`config.mk`:
```
export PLATFORM = sky130hd
export DESIGN_NAME = usb_tx_encoder
export DESIGN_NICKNAME = d
export VERILOG_FILES = /design/src/rtl/usb_tx_encoder.sv
export SDC_FILE = /design/constraint.sdc
export NUM_CORES = 1
export LEC_CHECK = 0
export CORE_MARGIN = 1.5
export CORE_UTILIZATION = 43
export CTS_CLUSTER_SIZE = 10
export DETAILED_ROUTE_END_ITERATION = 16
export PLACE_DENSITY = 0.6
export SLEW_MARGIN = 20
export SYNTH_ARGS = -nofsm -noshare
export SYNTH_HDL_FRONTEND = slang
export SYNTH_SLANG_ARGS = --single-unit
```
`constraint.sdc`:
```
create_clock -name clk -period 7.35 [get_ports clk]
set_input_delay 1.8375 -clock clk [delete_from_list [all_inputs] [get_ports clk]]
set_output_delay 1.8375 -clock clk [all_outputs]
set_load 0.005 [all_outputs]
```
`src/rtl/usb_tx_encoder.sv`:
```
// USB full-speed TX encoder: SYNC, bit-stuffed NRZI data, EOP on d_plus/d_minus.
// Latency: first SYNC bit on the lines the cycle after tx_start; each bit lasts CLKS_PER_BIT cycles.
// Backpressure: a byte is consumed (tx_data_ready pulse) only at a byte boundary; no valid there is an underrun.
// Optional build macro USB_TX_UNDERRUN_ABORT_EN: on underrun send seven held bits (stuff violation) before EOP.
module usb_tx_encoder #(
  parameter int CLKS_PER_BIT = 8
) (
  input  logic       clk,
  input  logic       n_rst,
  input  logic       tx_start,
  input  logic [7:0] tx_data,
  input  logic       tx_data_valid,
  input  logic       tx_last,
  output logic       tx_data_ready,
  output logic       d_plus,
  output logic       d_minus,
  output logic       tx_busy,
  output logic       tx_done,
  output logic       tx_error
);

  localparam int TW = (CLKS_PER_BIT > 1) ? $clog2(CLKS_PER_BIT) : 1;
  localparam logic [TW-1:0] TMAX = TW'(CLKS_PER_BIT - 1);

  typedef enum logic [2:0] {
    S_IDLE,
    S_SYNC,
    S_DATA,
    S_ABORT,
    S_EOP_SE0,
    S_EOP_J
  } state_t;

  state_t        state, nxt_state;
  logic [TW-1:0] timer, nxt_timer;
  logic [2:0]    bit_idx, nxt_idx;    // bit on the line (SYNC/DATA) or period count (ABORT/EOP)
  logic [7:0]    byte_q, nxt_byte;
  logic          last_q, nxt_last;
  logic [2:0]    ones, nxt_ones;      // consecutive 1 bits sent so far
  logic          line, nxt_line;      // NRZI level: 1 = J, 0 = K
  logic          stuff, nxt_stuff;    // current period is a stuff bit
  logic          eop_pend, nxt_eop;   // stuff bit after the final data bit, EOP follows
  logic          boundary;
  logic          send_bit, send_stuff, go_eop, bit_val;

  assign boundary = (timer == TMAX);
  assign tx_busy  = (state != S_IDLE);
  assign d_plus   = (state != S_EOP_SE0) && line;
  assign d_minus  = (state != S_EOP_SE0) && !line;

  // State and datapath registers; reset parks the lines at J.
  always_ff @(posedge clk or negedge n_rst) begin
    if (!n_rst) begin
      state    <= S_IDLE;
      timer    <= '0;
      bit_idx  <= '0;
      byte_q   <= '0;
      last_q   <= 1'b0;
      ones     <= '0;
      line     <= 1'b1;
      stuff    <= 1'b0;
      eop_pend <= 1'b0;
    end else begin
      state    <= nxt_state;
      timer    <= nxt_timer;
      bit_idx  <= nxt_idx;
      byte_q   <= nxt_byte;
      last_q   <= nxt_last;
      ones     <= nxt_ones;
      line     <= nxt_line;
      stuff    <= nxt_stuff;
      eop_pend <= nxt_eop;
    end
  end

  // Next bit selection at each bit boundary, byte loads, stuffing, NRZI and handshake pulses.
  always_comb begin
    nxt_state     = state;
    nxt_timer     = (state == S_IDLE || boundary) ? '0 : timer + TW'(1);
    nxt_idx       = bit_idx;
    nxt_byte      = byte_q;
    nxt_last      = last_q;
    nxt_ones      = ones;
    nxt_line      = line;
    nxt_stuff     = stuff;
    nxt_eop       = eop_pend;
    tx_data_ready = 1'b0;
    tx_done       = 1'b0;
    tx_error      = 1'b0;
    send_bit      = 1'b0;
    send_stuff    = 1'b0;
    go_eop        = 1'b0;
    bit_val       = 1'b0;

    case (state)
      S_IDLE: begin
        if (tx_start) begin
          // SYNC bit 0 is a zero: the line toggles from J to K right away.
          nxt_state = S_SYNC;
          nxt_byte  = 8'h80;
          nxt_idx   = '0;
          nxt_last  = 1'b0;
          nxt_stuff = 1'b0;
          nxt_eop   = 1'b0;
          nxt_ones  = '0;
          nxt_line  = !line;
        end
      end
      S_SYNC, S_DATA: begin
        if (boundary) begin
          if (stuff) begin
            if (eop_pend) go_eop = 1'b1;
            else begin
              nxt_idx  = bit_idx + 3'd1;
              send_bit = 1'b1;
            end
          end else if (bit_idx == 3'd7) begin
            if (state == S_DATA && last_q) begin
              if (ones == 3'd6) begin
                send_stuff = 1'b1;
                nxt_eop    = 1'b1;
              end else begin
                go_eop = 1'b1;
              end
            end else if (tx_data_valid) begin
              tx_data_ready = 1'b1;
              nxt_byte      = tx_data;
              nxt_last      = tx_last;
              nxt_state     = S_DATA;
              // bit_idx stays 7 across a stuff bit so the increment wraps to bit 0.
              if (ones == 3'd6) send_stuff = 1'b1;
              else begin
                nxt_idx  = bit_idx + 3'd1;
                send_bit = 1'b1;
              end
            end else begin
              tx_error = 1'b1;
`ifdef USB_TX_UNDERRUN_ABORT_EN
              nxt_state = S_ABORT;
              nxt_idx   = '0;
              nxt_stuff = 1'b0;
`else
              go_eop = 1'b1;
`endif
            end
          end else begin
            if (ones == 3'd6) send_stuff = 1'b1;
            else begin
              nxt_idx  = bit_idx + 3'd1;
              send_bit = 1'b1;
            end
          end
        end
      end
      S_ABORT: begin
        // Line held for seven periods: an unstuffed run of ones.
        if (boundary) begin
          if (bit_idx == 3'd6) go_eop = 1'b1;
          else nxt_idx = bit_idx + 3'd1;
        end
      end
      S_EOP_SE0: begin
        if (boundary) begin
          if (bit_idx == 3'd1) begin
            nxt_state = S_EOP_J;
            nxt_idx   = '0;
          end else begin
            nxt_idx = bit_idx + 3'd1;
          end
        end
      end
      S_EOP_J: begin
        if (boundary) begin
          tx_done   = 1'b1;
          nxt_state = S_IDLE;
          nxt_ones  = '0;
        end
      end
      default: nxt_state = S_IDLE;
    endcase

    if (send_bit) begin
      bit_val   = nxt_byte[nxt_idx];
      nxt_line  = bit_val ? line : !line;
      nxt_ones  = bit_val ? ones + 3'd1 : 3'd0;
      nxt_stuff = 1'b0;
    end
    if (send_stuff) begin
      nxt_line  = !line;
      nxt_ones  = '0;
      nxt_stuff = 1'b1;
    end
    if (go_eop) begin
      nxt_state = S_EOP_SE0;
      nxt_idx   = '0;
      nxt_line  = 1'b1;
      nxt_stuff = 1'b0;
      nxt_eop   = 1'b0;
    end
  end

endmodule

```
# --- Yosys cells after proc, flatten, opt, wreduce, memory -nomap -nowiden ---
# Cells that the tools add are included.
word_totals:
  output_inout_bits: 6
  ff_bits: 24
classes:
  n_reduce_logical: 19
  add_sub_neg: 3
  n_lt_le_gt_ge: 1
  n_eq_ne: 32
  mux: 101
ops:
  columns: ["cell", "count"]
  rows:
  - ["2-to-1 mux 3 bit", 28]
  - ["2-to-1 mux 1 bit", 59]
  - ["2-to-1 mux 8 bit", 6]
  - ["!= test 3 bit, second input constant", 12]
  - ["equality test 3 bit, second input constant", 6]
  - ["case mux 8 bit (2 select lines)", 1]
  - ["case mux 3 bit (5 select lines)", 1]
  - ["!= test 2 bit, second input constant", 7]
  - ["AND reduction 7 bit", 2]
  - ["!= test 4 bit, second input constant", 3]
  - ["case mux 3 bit (4 select lines)", 1]
  - ["nonzero test 4 bit", 3]
  - ["AND reduction 10 bit", 1]
  - ["adder 3 x 1 -> 3 bit, second input constant", 3]
  - ["equality test 3 x 1 -> 1 bit, second input constant", 2]
  - ["equality test 3 x 2 -> 1 bit, second input constant", 2]
  - ["case mux 1 bit (2 select lines)", 3]
  - ["case mux 3 bit (2 select lines)", 1]
  - ["AND reduction 3 bit", 2]
  - ["nonzero test 3 bit", 2]
  - ["less-than comparator 3 x 4 -> 1 bit, second input constant", 1]
  - ["binary-select mux 1 bit (select 3 bit)", 1]
  - ["logical AND 1 bit", 3]
  - ["logical NOT 3 bit", 1]
  - ["5 further kinds", 5]

# --- Depth between registers and ports, before layout ---
# Gate-level depths: netlist (run 1).
depth:
  depth_word: 14
  ltp_mapped: 14
  ltp_nobuf: 12

# --- Worst setup path after synthesis (run 1) ---
# Ideal clock, no wire load.
synth_path:
  path_kind: "in2out"
  start: "in tx_data_valid"
  end: "out tx_data_ready"
  cell_stages: 4
  required_time_ns: 5.512
  slack_ns: 3.164
  n_path_buf: 0
  t_arrival_ns: 2.348
  cell_sequence: "nand2_1 -> nor3_4 -> nand2_2 -> inv_2"
synth_via:
  elab_chain_cells: 6
synth_lines:
  columns: ["item", "line", "text"]
  rows:
  - ["start: declaration", "12", "input logic tx_data_valid,"]
  - ["2-to-1 mux 1 bit", "125", "end else if (tx_data_valid) begin"]
  - ["2-to-1 mux 1 bit", "118", "if (state == S_DATA && last_q) begin"]
  - ["2-to-1 mux 1 bit", "117", "end else if (bit_idx == 3'd7) begin"]
  - ["2-to-1 mux 1 bit", "111", "if (stuff) begin"]
  - ["2-to-1 mux 1 bit", "110", "if (boundary) begin"]
  - ["2-to-1 mux 1 bit", "95", "case (state)"]
  - ["end: declaration", "14", "output logic tx_data_ready,"]
# No other way between the ends.

# --- Worst setup path after layout (run 1) ---
# Same ends and word-level chain as after synthesis.

==> results of run 1 <==
-- cells by family (layout without fill, tap and decap cells) --
kind of cell	after synthesis	after routing	synth area share [%]
xor gates and xnor gates	2	2	0.903
DFF	24	24	31.0
buffers and inverters	23	35	4.90
and+or+nand+nor	101	101	29.0
muxes	3	3	1.61
AOI/OAI and AO/OA	73	73	27.4
adders and majority gates	8	8	5.16
-- final timing paths --
path / cells past startpoint / to / slack, ps
worst min-delay path: 1 / timer[0] / 450
max in group asynchronous: 2 / line / 5140
worst max register to register: 10 / line / 3610
worst max-delay path: 6 / tx_data_ready / 1920
min in group asynchronous: 2 / state[0] / 1920
worst min register to register: 1 / timer[0] / 450
-- Yosys cell counts, types with 5 or more instances --
cell	number
nand2_1	26
dfrtp_1	23
nor2_1	14
o21ai_0	14
nand3_1	11
ha_1	8
inv_1	8
nor3_1	8
a21oi_1	7
and2_1	6
and3_1	6
clkbuf_1	6
nand2b_1	6
o211ai_1	5
o21ai_1	5
-- per-stage QoR --
stage	utilization [%]	hold slack, ps	setup slack (ps)	total power, uW
3_3_place_gp	49.5	436	1970	147
5_1_grt	50.8	468	1830	244
4_1_cts	50.8	454	1930	238
6_report	50.8	452	1920	235
2_1_floorplan	-	415	3160	136
3_5_place_dp	49.5	443	1950	146
-- routing by layer --
layer  global-route usage [%]  vias to the layer above  share of wire, %
li1                         -                      898                 -
met1                     30.4                      907                48
met2                     33.8                       31                47
met3                     2.31                        7               3.7
met4                     5.77                        0               1.3
met5                        0                        -                 0
-- final cells by class --
| type | count | area, sq um | share of cell area [%] |
|---|---|---|---|
| clock buffer | 4 | 55.1 | 2.49 |
| tap | 52 | 65.1 | 2.94 |
| inverter | 10 | 37.5 | 1.70 |
| multi-input combinational | 187 | 1250 | 56.5 |
| sequential | 24 | 602 | 27.2 |
| timing repair buffer | 21 | 203 | 9.17 |
-- power by group through the flow --
| stage | logic (uW) | registers [uW] | clock network, uW |
|---|---|---|---|
| floorplan | 1.27 | 135 | 0 |
| global placement | 12.0 | 135 | 0 |
| detailed placement | 11.7 | 135 | 0 |
| CTS | 11.7 | 132 | 94.1 |
| global route | 12.6 | 132 | 99.0 |
| finish | 11.5 | 132 | 91.5 |
-- flip-flops by register name, indices dropped and copies added, names as in the netlist --
register  count
last_q        1
timer         3
eop_pend      1
ones          3
state         3
bit_idx       3
byte_q        8
stuff         1
line          1
==> metrics.yaml, run 1 <==
drv_cap: 0
final_area_sq_um: 2210
cp_top_family: "buffers and inverters"
cts_buffers: 3
fin_tns_setup_ps: 0
wl_per_cell_um: 16.9
outcome: "finished, final reports clean"
drv_slew: 0
vias_per_cell: 6.18
seqPwrFrac_pct: 56.2
fmax_ghz: 0.184
min_from: "timer[0]"
die_h_um: 70.2
gr-usage-all-layers_pct: 21.1
die_area_sq_um: 4920
syn_to_final_growth_pct: 14.0
overflow: 0
die_w_um: 70.2
syn-cell-area_sq_um: 1940
worstMarginPinSlew_ps: 733
placed_area_sq_um: 2160
nets: 268
crit_start: "tx_data_valid"
ys.warnings.count: 0
crit_type: "input port to output port"
hp-class: "flop to flop"
switchingPower_uw: 48.4
worst_setup_path_start_kind: "input port"
grt_pass1_wl_um: 8310
synth-async-reset-ratio_pct: 100
antenna_found_initial: 0
path_clk_slew_ps: 80
synth-seq-cells: 24
synthTopCellsByArea: "dfrtp_1 (30%), ha_1 (5.2%), nand2_1 (5.0%)"
fin_crit_sh_pct: 73.9
clock-root-buffer: "clkbuf_8"
vias: 1843
grt_pass1_vias: 1683
critPathBufInv: 3
fin_cells: 298
rows: 24
synth.largest_area_cell: "dfrtp_1"
grt_setup_unrepaired: "no"
crit_path_end_kind: "output port"
io_buffer_count: 18
syn_inst: 234
power_leakage_uw: 0.000927
drcViolationCount: 0
ctsHoldBuffers: 0
insertion_delay_ps: 270
num_io_pins: 19
clockPowerShare_pct: 38.9
internal-power_uw: 186
ys_types: 65
setup_viol: 0
crit_chain: "clkdlybuf4s50_1, nand2_1, nor3_4, nand2_2, inv_2, clkdlybuf4s50_1"
drtAntennaViolNets: 0
cp.required_ps: 5510
layout-drive-gt1-share_pct: 8.94
relSlewSlack_pct: 51.1
sw_frac_of_total_pct: 20.6
arrival_ps: 3590
drt_first_pass_iters: 4
cts_setup_buffers: 0
cts_tree: "yes"
htreeDepth: 1
critPathMaxStageDelay_ps: 520
layout_min_cycle_time_ps: 5430
slowest_stage: "clkdlybuf4s50_1"
synth-seq-area-share_pct: 31.0
r2r-start: "bit_idx[0]"
combPwrFrac_pct: 4.9
clockBufferDepth: 2
cts_resized: 0
path_common_cell: "clkdlybuf4s50_1"
place.gp.congestion: 0.854
core_area_sq_um: 4350
synth-edff-count: 0
skew_ps: 10.2
hpwl_um: 3660
routed_wl_um: 5040
layout_commonest_cell: "nand2_1"
peakVddDrop_mv: 0.0771
n_antenna_cell: 0
nFillCells: 442
synth_top_area_share_pct: 29.7
postSynthAreaPerCell_sq_um: 8.29
cts_sinks: 24
synth_fp_nets: 255
crit_path_max_fanout: 8
drt_iter0_markers: 192
grt_max_degree: 26
layout_common_cells: "nand2_1 (26), dfrtp_1 (23), clkdlybuf4s50_1 (18)"
dpl.cell_count: 294
p_per_area_nw_per_um2: 106
finalHoldViolCount: 0
ys.flop_type: "dfrtp_1"
start_util_pct: 44.5
No activity file was read; power rests on OpenSTA's default activity.
==> run 2, diff against run 1 <==
Clock period 7.35 ns to 5.07 ns, I/O delays scaled along.
==> run 2 against run 1 <==
Worst setup slack got worse by 1100 ps. Utilization rose by 0.11 points. Via count fell by 1.4%. Combinational power rose by 46%. Worst hold slack got worse by 4.8 ps. Die area did not move. Count of clock-buffer cells in the layout did not move. First-iteration DRC count fell by 43%. Clock power rose by 28%. Clock skew fell by 8.8 ps. Routed wire length barely moved. Critical path type unchanged.
==> metrics.yaml, run 2 (synthesis gave the netlist of run 1 again) <==
outcome: "finished, final reports clean"
layout_min_cycle_time_ps: 4290
grt_pass1_wl_um: 8220  # -1.0%
power.total_uw: 325  # +39%
finalHoldViolCount: 0  # unchanged
die_h_um: 70.2  # unchanged
grt_pass1_vias: 1653  # -1.8%
insertion_delay_ps: 260  # about the same
htreeDepth: 1  # unchanged
start_util_pct: 44.5  # unchanged
vias_per_cell: 6.06  # -2.0%
cts_buffers: 3  # unchanged
worst_setup_path_start_kind: "input port"
cts_sinks: 24  # unchanged
gr-usage-all-layers_pct: 21.0  # -0.17 points
multi_input_area_sq_um: 1250  # unchanged
drcViolationCount: 0  # unchanged
grt_setup_unrepaired: "no"
drv_cap: 0  # unchanged
cts_setup_buffers: 0  # unchanged
largest_register: "byte_q"
fin_cells: 300  # +0.67%
wl_per_cell_um: 16.8  # -0.57%
io_buffer_count: 18  # unchanged
layout_commonest_cell: "nand2_1"
peakVddDrop_mv: 0.136  # +76%
hpwl_um: 3690  # +0.93%
die_w_um: 70.2  # unchanged
skew_ps: 1.46  # -8.75 ps
setup_viol: 0  # unchanged
vias: 1818  # -1.4%
arrival_ps: 3020  # -570 ps
path_clk_slew_ps: 80  # about the same
fmax_ghz: 0.233
n_antenna_cell: 0  # unchanged
fin_tns_setup_ps: 0  # unchanged
fin_crit_sh_pct: 84.6
relSlewSlack_pct: 50.7  # -0.40 points
cts_resized: 0  # unchanged
layout_common_cells: "nand2_1 (26), dfrtp_1 (23), clkdlybuf4s50_1 (18)"
drt_first_pass_iters: 4  # unchanged
drv_slew: 0  # unchanged
layout-drive-gt1-share_pct: 9.27  # +0.33 points
clock-root-buffer: "clkbuf_8"
ctsHoldBuffers: 0  # unchanged
syn_to_final_growth_pct: 14.3
antenna_found_initial: 0  # unchanged
final_area_sq_um: 2220  # +0.23%
ff_latch_area_sq_um: 602  # unchanged
die_area_sq_um: 4920  # unchanged
dpl.cell_count: 296  # +0.68%
core_area_sq_um: 4350  # unchanged
cts_tree: "yes"
largest_register_ffs: 8  # unchanged
routed_wl_um: 5040  # about the same
drtAntennaViolNets: 0  # unchanged
crit_path_end_kind: "output port"
placed_area_sq_um: 2170  # +0.70%
crit_path_max_fanout: 8  # unchanged
clockBufferDepth: 2  # unchanged
nFillCells: 432  # -2.3%
nets: 270  # +0.75%
drt_iter0_markers: 110  # -43%
hp-class: "flop to flop"
worstMarginPinSlew_ps: 727  # -5.57 ps
grt_max_degree: 25  # -3.8%
overflow: 0  # unchanged
crit_type: "input port to output port"
place.gp.congestion: 0.883  # +3.5%
rows: 24  # unchanged
finish.utilization_pct: 50.9  # +0.11 points
p_per_area_nw_per_um2: 147  # +38%
cp.required_ps: 3800  # -1710 ps
power_leakage_uw: 0.000931  # +0.39%
num_io_pins: 19  # unchanged
run 2: cell types whose count changed in the layout (fill, tap and decap cells not counted):
| cell | previous run | this run |
|---|---|---|
| buf_4 | 3 | 5 |
| clkbuf_1 | 0 | 1 |
| clkbuf_8 | 4 | 3 |
run 2: routing by layer:
layer  vias to the layer above  part of all wire (%)  GRT usage [%]
met5                         -                     0              0
met4                         0                  0.87           4.91
met3                         5                   2.2           1.73
met2                        30                    46           33.3
met1                       877                    51           31.0
li1                        906                     -              -
run 2: power by group:
group	total [uW]	switching, uW	internal [uW]
logic	16.8	7.20	9.64
clock network	117	61.0	56.2
registers	191	0	191
run 2: cell type report:
type,count,area share [%]
Inverter,10,1.69
Timing Repair Buffer,23,9.82
Multi-Input combinational cell,187,56.4
Sequential cell,24,27.2
Tap cell,52,2.94
Clock buffer,4,2.03
run 2: path summary, 6_finish.rpt:
check,depth (start not counted),slack (ps),from,end
setup reg to reg,10,1270,bit_idx[0],ones[0]
min in group asynchronous,2,1370,n_rst,state[2]
hold reg to reg,1,450,timer[0],timer[0]
setup / recovery,6,780,tx_data_valid,tx_data_ready
max in group asynchronous,2,3410,n_rst,line
hold / removal,1,450,timer[0],timer[0]
run 2: critical path: stages:
cell	delay (ps)
clkdlybuf4s50_1	520
nand2_1	110
nor3_4	320
nand2_2	170
inv_2	130
clkdlybuf4s50_1	500
run 2: per-stage QoR:
step                      hold WS [ps]  setup slack [ps]
after global placement             437               835
final                              447               782
after global routing               488               713
after floorplan                    415              1880
after detailed placement           441               796
after CTS                          453               788
==> run 3, diff against run 2 <==
Settings changed: PLACE_DENSITY 0.6 to 0.62.
Clock period 5.07 ns to 3.5 ns, I/O delays scaled along.
==> run 3 against run 2 <==
Flip-flop and latch count did not move. Combinational power rose by 44%. Critical endpoint unchanged. Clock skew increased by 3.8 ps. Register-to-register slack got worse by 950 ps. Critical path depth unchanged. Sequential share of layout area down 1.4 points. Routed wire length rose by 2.1%. Largest power group unchanged. Count of clock-buffer cells in the layout down 1. Utilization increased by 2.7 points.
==> metrics.yaml, run 3 (synthesis gave the netlist of run 1 again) <==
arrival_ps: 2360  # -660 ps
drtAntennaViolNets: 0  # unchanged
drv_cap: 0  # unchanged
drt_iter0_markers: 129  # +17%
die_h_um: 70.2  # unchanged
fin_crit_sh_pct: 92.4
clockBufferDepth: 2  # unchanged
cts_buffers: 3  # unchanged
crit_start: "tx_data_valid"
start_util_pct: 44.5  # unchanged
layout_common_cells: "nand2_1 (26), dfrtp_1 (23), clkdlybuf4s50_1 (18)"
relSlewSlack_pct: 56.5  # +5.8 points
skew_ps: 5.23  # +3.77 ps
cts_tree: "yes"
power_leakage_uw: 0.00100  # +7.8%
overflow: 0  # unchanged
cp-endpoint: "tx_data_ready"
timing.rr.end: "ones[0]"
htreeDepth: 1  # unchanged
r2r_slack_ps: 320  # -950 ps
hpwl_um: 3910  # +6.0%
place.gp.congestion: 0.911  # +3.1%
layout-drive-gt1-share_pct: 13.8  # +4.6 points
wl_per_cell_um: 16.5  # -1.9%
outcome: "finished, final reports clean"
crit_path_end_kind: "output port"
fin_cells: 312  # +4.0%
gr-usage-all-layers_pct: 22.4  # +1.4 points
syn_to_final_growth_pct: 20.3
placed_area_sq_um: 2260  # +4.2%
worst_setup_path_start_kind: "input port"
fmax_ghz: 0.309
p_per_area_nw_per_um2: 235  # +60%
drt_first_pass_iters: 4  # unchanged
num_io_pins: 19  # unchanged
vias: 1851  # +1.8%
nets: 282  # +4.4%
fin_tns_setup_ps: 0  # unchanged
grt_pass1_vias: 1822  # +10%
die_w_um: 70.2  # unchanged
final_area_sq_um: 2330  # +5.3%
hp-class: "flop to flop"
largest_register: "byte_q"
largest_register_ffs: 8  # unchanged
die_area_sq_um: 4920  # unchanged
grt_max_degree: 25  # unchanged
routed_wl_um: 5150  # +2.1%
core_area_sq_um: 4350  # unchanged
grt_setup_unrepaired: "no"
layout_commonest_cell: "nand2_1"
cts_sinks: 24  # unchanged
setup_viol: 0  # unchanged
grt_pass1_wl_um: 8820  # +7.2%
peakVddDrop_mv: 0.215  # +58%
ctsHoldBuffers: 0  # unchanged
antenna_found_initial: 0  # unchanged
worstMarginPinSlew_ps: 647  # -80.8 ps
cp.required_ps: 2620  # -1180 ps
path_clk_slew_ps: 90  # about the same
drv_slew: 0  # unchanged
r2r-start: "bit_idx[1]"
layout_min_cycle_time_ps: 3240
n_antenna_cell: 0  # unchanged
vias_per_cell: 5.93  # -2.1%
dpl.cell_count: 308  # +4.1%
rr_worst_depth: 10  # unchanged
crit_path_max_fanout: 5  # -3
finalHoldViolCount: 0  # unchanged
drcViolationCount: 0  # unchanged
rows: 24  # unchanged
io_buffer_count: 18  # unchanged
insertion_delay_ps: 270  # about the same
crit_type: "input port to output port"
clock-root-buffer: "clkbuf_8"
## run 3: changes by cell type in the layout (fill, tap and decap cells not counted)
| cell | change |
|---|---|
| a2111oi_0 | -1 |
| buf_4 | +12 |
| clkbuf_1 | -1 |
| a2111oi_1 | +1 |
| bufinv_16 | +1 |
## run 3: report_power, final
group / switching [uW] / internal [uW] / total, uW / leakage [uW]
registers: 0 / 277 / 277 / 0.000312
logic: 9.57 / 14.6 / 24.2 / 0.000656
clock network: 93.6 / 153 / 246 / 0.0000357
total: 103 / 444 / 548 / 0.00100
## run 3: metal layers
metal	up-vias	global-route usage, %	part of all wire (%)
met1	875	32.8	48
met5	-	0	0
met3	4	3.03	4.6
li1	919	-	-
met4	0	6.41	0.99
met2	53	34.6	46
## run 3: cell type report
| class | instances | area [sq um] |
|---|---|---|
| multi-input cells | 187 | 1250 |
| clock buffers | 3 | 41.3 |
| repair buffers | 35 | 308 |
| well taps | 52 | 65.1 |
| flip-flops and latches | 24 | 602 |
| fillers | 415 | 2020 |
| clock inverters | 1 | 30.0 |
| inverters | 10 | 37.5 |
## run 3: timing repair
action                                  4_1_cts  5_1_grt
setup buffers                                 0        0
gates resized for setup                       0        1
endpoints found under the setup margin        0        4
## run 3: metrics by stage
stage          hold WS (ps)  setup slack [ps]  utilization [%]  total power, uW
6_report                449               264             53.6              548
5_1_grt                 462              2.23             53.6              568
4_1_cts                 450               257             53.6              557
3_5_place_dp            437              86.7             51.9              307
3_3_place_gp            435              93.0             51.9              307
2_1_floorplan           415               308                -              285
## run 3: critical path, stage by stage
cell,delay (ps)
clkdlybuf4s50_1,520
nand2_1,110
nor3_4,150
nand2_2,100
inv_2,100
clkdlybuf4s50_1,510
## run 3: worst min path at each step
stage              from       end  slack (ps)  depth (start not counted)
4_1_cts        timer[0]  timer[0]         450                          1
3_5_place_dp   timer[0]  timer[0]         440                          1
5_1_grt        timer[0]  timer[0]         460                          1
3_3_place_gp   timer[0]  timer[0]         430                          1
2_1_floorplan  timer[0]  timer[0]         410                          1
6_report       timer[0]  timer[0]         450                          1
